File: config.mk
export PLATFORM = sky130hd
export DESIGN_NAME = mem_responder
export DESIGN_NICKNAME = d
export VERILOG_FILES = /design/src/rtl/mem_pkg.sv /design/src/rtl/mem_array.sv /design/src/rtl/mem_responder.sv
export SDC_FILE = /design/constraint.sdc
export NUM_CORES = 2
export LEC_CHECK = 0
export BUFFER_PORTS_ARGS = -buffer_cell sky130_fd_sc_hd__buf_4
export CAP_MARGIN = 10
export CELL_PAD_IN_SITES_DETAIL_PLACEMENT = 2
export CELL_PAD_IN_SITES_GLOBAL_PLACEMENT = 2
export CORE_MARGIN = 8
export CORE_UTILIZATION = 42
export CTS_CLUSTER_SIZE = 25
export DETAILED_ROUTE_END_ITERATION = 16
export PLACE_DENSITY_LB_ADDON = 0.1
export SYNTH_ARGS = -nofsm -noshare
export SYNTH_HDL_FRONTEND = slang
export SYNTH_SLANG_ARGS = --single-unit
File: constraint.sdc
create_clock -name clk -period 12.3 [get_ports clk]
set_input_delay 2.46 -clock clk [delete_from_list [all_inputs] [get_ports clk]]
set_output_delay 2.46 -clock clk [all_outputs]
set_load 0.02 [all_outputs]
File: src/rtl/mem_pkg.sv
// Shared constants for the memory responder: FSM state encoding and wait-counter width.
package mem_pkg;

  localparam logic [1:0] IDLE = 2'd0;
  localparam logic [1:0] WAIT = 2'd1;
  localparam logic [1:0] DONE = 2'd2;

  localparam int CNT_W = 4;

endpackage

File: src/rtl/mem_array.sv
// Storage array with asynchronous read and two write ports; the load port wins on collision.
module mem_array #(
  parameter int WIDTH   = 8,
  parameter int ADRBITS = 8
) (
  input  logic               clk,
  input  logic               load_we,
  input  logic [ADRBITS-1:0] load_adr,
  input  logic [WIDTH-1:0]   load_data,
  input  logic               acc_we,
  input  logic [ADRBITS-1:0] acc_adr,
  input  logic [WIDTH-1:0]   acc_wdata,
  output logic [WIDTH-1:0]   rd_data
);

  logic [WIDTH-1:0] mem_r [2**ADRBITS];

  // Array write, load port first.
  always_ff @(posedge clk) begin
    if (load_we) begin
      mem_r[load_adr] <= load_data;
    end else if (acc_we) begin
      mem_r[acc_adr] <= acc_wdata;
    end
  end

  assign rd_data = mem_r[acc_adr];

endmodule

File: src/rtl/mem_responder.sv
// Memory-side responder: accepts one read/write at a time, inserts WAITS wait states,
// completes with a one-cycle memready pulse and keeps a sticky error flag.
module mem_responder
  import mem_pkg::*;
#(
  parameter int WIDTH   = 8,
  parameter int ADRBITS = 8,
  parameter int WAITS   = 1
) (
  input  logic               clk,
  input  logic               rst,
  input  logic               memread,
  input  logic               memwrite,
  input  logic [WIDTH-1:0]   adr,
  input  logic [WIDTH-1:0]   writedata,
  output logic [WIDTH-1:0]   memdata,
  output logic               memready,
  output logic               busy,
  output logic               err,
  input  logic               load_en,
  input  logic [ADRBITS-1:0] load_adr,
  input  logic [WIDTH-1:0]   load_data
);

  localparam logic [CNT_W-1:0] WAIT_LOAD = CNT_W'((WAITS > 0) ? (WAITS - 1) : 0);

  logic [1:0]         state_r, state_nxt_s;
  logic [CNT_W-1:0]   cnt_r;
  logic [ADRBITS-1:0] adr_r;
  logic [WIDTH-1:0]   wdata_r;
  logic               wr_r, oor_r;
  logic [WIDTH-1:0]   memdata_r;
  logic               memready_r, busy_r, err_r;

  logic               req_s, both_s, oor_s, access_s;
  logic [ADRBITS-1:0] acc_adr_s;
  logic [WIDTH-1:0]   acc_wdata_s, rd_data_s;
  logic               acc_wr_s, acc_oor_s, acc_we_s, load_we_s;

  assign req_s  = memread ^ memwrite;
  assign both_s = memread & memwrite;
  assign oor_s  = (adr >> ADRBITS) != {WIDTH{1'b0}};

  // With no wait states the access happens on the acceptance edge, so use the live request.
  assign acc_adr_s   = (state_r == IDLE) ? adr[ADRBITS-1:0] : adr_r;
  assign acc_wdata_s = (state_r == IDLE) ? writedata : wdata_r;
  assign acc_wr_s    = (state_r == IDLE) ? memwrite : wr_r;
  assign acc_oor_s   = (state_r == IDLE) ? oor_s : oor_r;

  assign acc_we_s  = access_s & acc_wr_s & ~acc_oor_s & rst;
  assign load_we_s = load_en & rst;

  // Next-state logic; access_s marks the edge that enters DONE.
  always_comb begin
    state_nxt_s = state_r;
    access_s    = 1'b0;
    case (state_r)
      IDLE: begin
        if (req_s) begin
          if (WAITS == 0) begin
            state_nxt_s = DONE;
            access_s    = 1'b1;
          end else begin
            state_nxt_s = WAIT;
          end
        end else begin
          state_nxt_s = IDLE;
        end
      end
      WAIT: begin
        if (cnt_r == {CNT_W{1'b0}}) begin
          state_nxt_s = DONE;
          access_s    = 1'b1;
        end else begin
          state_nxt_s = WAIT;
        end
      end
      DONE:    state_nxt_s = IDLE;
      default: state_nxt_s = IDLE;
    endcase
  end

  // FSM, capture registers, registered outputs and sticky error.
  always_ff @(posedge clk) begin
    if (!rst) begin
      state_r    <= IDLE;
      cnt_r      <= {CNT_W{1'b0}};
      adr_r      <= {ADRBITS{1'b0}};
      wdata_r    <= {WIDTH{1'b0}};
      wr_r       <= 1'b0;
      oor_r      <= 1'b0;
      memdata_r  <= {WIDTH{1'b0}};
      memready_r <= 1'b0;
      busy_r     <= 1'b0;
      err_r      <= 1'b0;
    end else begin
      state_r    <= state_nxt_s;
      memready_r <= access_s;
      busy_r     <= (state_nxt_s != IDLE);
      if (state_r == IDLE && req_s) begin
        adr_r   <= adr[ADRBITS-1:0];
        wdata_r <= writedata;
        wr_r    <= memwrite;
        oor_r   <= oor_s;
        cnt_r   <= WAIT_LOAD;
      end else if (state_r == WAIT && cnt_r != {CNT_W{1'b0}}) begin
        cnt_r <= cnt_r - {{(CNT_W-1){1'b0}}, 1'b1};
      end
      if (access_s && !acc_wr_s) begin
        memdata_r <= acc_oor_s ? {WIDTH{1'b0}} : rd_data_s;
      end
      if ((state_r == IDLE && both_s) || (access_s && acc_oor_s)) begin
        err_r <= 1'b1;
      end
    end
  end

  mem_array #(
    .WIDTH   (WIDTH),
    .ADRBITS (ADRBITS)
  ) u_array (
    .clk       (clk),
    .load_we   (load_we_s),
    .load_adr  (load_adr),
    .load_data (load_data),
    .acc_we    (acc_we_s),
    .acc_adr   (acc_adr_s),
    .acc_wdata (acc_wdata_s),
    .rd_data   (rd_data_s)
  );

  assign memdata  = memdata_r;
  assign memready = memready_r;
  assign busy     = busy_r;
  assign err      = err_r;

endmodule
==> results_dict.tcl <==
set metrics [dict create \
    grt_pass1_vias 55170 \
    clk_pin_slew_worst_paths_ps 60 \
    first_iter_violations 4999 \
    core_sq_um 194800 \
    rsz0062_at_grt "no" \
    worst_skew_pair.late_latency_ps 880 \
    p_switching_mw 4.290 \
    worstSetupPathType "input port to flop" \
    status "complete, no violations" \
    cp.arrival_ps 7800 \
    slew_viol_final 0 \
    synth-edff-count 2048 \
    ys_types 65 \
    finalCriticalPeriod_ps 7012 \
    worst_setup_path_start_kind "input port" \
    clock_skew_ps 55.67 \
    routed_via_density 6.057 \
    area_growth_pct 12.33 \
    cap_viol_max_count 0 \
    slew_headroom_pct 4.295 \
    overflow 0 \
    fin_setup_tns_ps 0 \
    max_freq_ghz 0.1426 \
    power_density_nw_per_um2 175.0 \
    ys_seq_elements 2082 \
    cellInternalPower_mw 11.86 \
    grt_pass1_wl_um 418700 \
    cts.path.max_buffers 3 \
    finalHoldViolations 0 \
    cts_setup_buffers 0 \
    peakVddDrop_uv 158.6 \
    clock_sinks 2082 \
    nNetsFinal 5783 \
    p_leak_nw 29.79 \
    die_w_um 458.4 \
    syn_inst 5712 \
    fp.dieH_um 458.4 \
    holdBufCountCts 0 \
    antenna_found_initial 18 \
    synth_ff_type "edfxtp_1" \
    start_util_pct 42.19 \
    synthesis.area_sq_um 82190 \
    clockPowerShare_pct 39.6 \
    fin_ws_ps 5288 \
    hold_class "flop to flop" \
    dp_slack_ps 4432 \
    port_buffers 47 \
    post-route-period-util_pct 57.01 \
    root_buffer "clkbuf_16" \
    dpl.hpwl_um 179300 \
    cts_tree "built" \
    setup_viol 0 \
    fillerInstances 18350 \
    dr.pass1.iters 5 \
    cts_resized 0 \
    die_area_sq_um 210100 \
    async_reset_ff_share_pct 0 \
    via_count 51830 \
    ios 48 \
    gr-usage-all-layers_pct 27.43 \
    place_inst 8144 \
    avgSynthCellArea_sq_um 14.39 \
    combPwrFrac_pct 11.6 \
    pwr-share-seq_pct 48.7 \
    whs_ps 471.4 \
    final_layout_size_suffix_gt1_share_pct 9.971 \
    wl_um 295700 \
    endpoint_kind "flop" \
    utilization_pct 47.40 \
    htree_levels 4 \
    cp_max_fo 60 \
    fin_cells 8557 \
    drc 0 \
    worstMarginPinSlew_ps 1436 \
    grt_max_degree 182 \
    syn_nets 5752 \
    synth_seq_area_share_pct 75.66 \
    cts_buffers 220 \
    avgRoutedWirePerCell_um 34.56 \
    yosysWarnings 0 \
    placementRows 162 \
    routabilityCongestion 0.8092 \
    ant_nets 0 \
    swShare_pct 26.56 \
    cp.required_ps 13080 \
]
## logic make-up after synthesis
group                      Yosys count  synth area share [%]
adders and majority gates            3               0.04568
xor gates and xnor gates             3               0.03198
muxes                              288                 4.595
and+or+nand+nor                   2308                 11.90
AOI/OAI and AO/OA                  658                 5.677
buffers and inverters              370                 2.093
DFF                               2082                 75.66
## sequential cells by signal, summed over array words and instances, names as in the netlist
signal         flops
state_r            2
busy               1
wdata_r            8
memdata            8
cnt_r              4
adr_r              8
err                1
u_array.mem_r   2048
memready           1
wr_r               1
## synthesized netlist by cell type (21+ instances only)
cell,n,area (sq um)
edfxtp_1,2048,61500
nand2_1,1333,5004
nand3_1,392,1962
nor2_1,342,1284
mux2i_1,213,2132
buf_2,163,815.8
a31oi_1,144,900.9
clkbuf_1,142,533.0
a32oi_1,119,1042
nand4_1,115,719.4
a21oi_1,89,445.4
mux4_2,71,1599
o21ai_0,50,250.2
a22oi_1,40,300.3
a221oi_1,39,341.6
o22ai_1,39,244.0
buf_1,35,131.4
dfxtp_1,34,680.7
a211oi_1,33,247.7
and3_1,29,181.4
a311oi_1,24,210.2
nor3_1,21,105.1
## stage by stage
step	power [mW]	cell area (sq um)
floorplan	9.105	82190
global placement	9.844	85510
detailed placement	9.889	85530
CTS	16.23	92290
global route	16.57	92310
finish	16.15	92320
## power by group through the flow
stage	logic (mW)	registers, mW	clock network [mW]
after floorplan	1.02	8.09	0
after global placement	1.83	8.01	0
after detailed placement	1.87	8.02	0
after CTS	1.89	7.87	6.48
after global routing	1.96	7.86	6.74
final	1.88	7.87	6.40
## critical path, cell delays in order
cell and delay (ps):
buf_4 90, or3b_1 610, nand2_4 530, buf_4 680, buf_4 720, nand2_1 130
a31oi_1 350, a211oi_1 270, o311ai_0 1040, a21oi_1 480, nor3_1 260
## routing by layer
| metal | track usage (%) | part of all wire (%) |
|---|---|---|
| met1 | 37.07 | 42 |
| met2 | 45.26 | 48 |
| met3 | 4.147 | 5.5 |
| met4 | 10.13 | 4.1 |
| met5 | 0 | 0.0088 |
## worst paths after layout
check                                start  slack, ps  cells past startpoint    endpoint
worst max-delay path                adr[0]       5290                     11  memdata[4]
worst min-delay path            wdata_r[5]        470                      2  wdata_r[5]
worst max register to register  state_r[1]       6420                     10  memdata[4]
worst min register to register  wdata_r[5]        470                      2  wdata_r[5]
## placed cells by master (no fill, tap or decap), types with 35 or more instances in the layout
cell / count
a21oi_1: 89
a221oi_1: 39
a22oi_1: 40
a31oi_1: 135
a32oi_1: 119
buf_4: 159
clkbuf_1: 56
clkbuf_16: 223
clkinv_1: 66
clkinv_2: 35
edfxtp_1: 2048
mux2i_1: 210
mux4_2: 71
nand2_1: 1330
nand3_1: 392
nand4_1: 115
nor2_1: 339
o21ai_0: 44
o22ai_1: 39
## area by class of cell
class | instances | area [sq um] | area share, %
inverters | 3 | 11.26 | 0.01220
multi-input cells | 3260 | 18550 | 20.09
flip-flops and latches | 2082 | 62180 | 67.35
clock buffers | 279 | 5791 | 6.272
diodes | 6 | 15.01 | 0.01626
clock inverters | 127 | 967.2 | 1.048
repair buffers | 176 | 1523 | 1.649
well taps | 2624 | 3283 | 3.556
No activity file was read; power rests on OpenSTA's default activity.
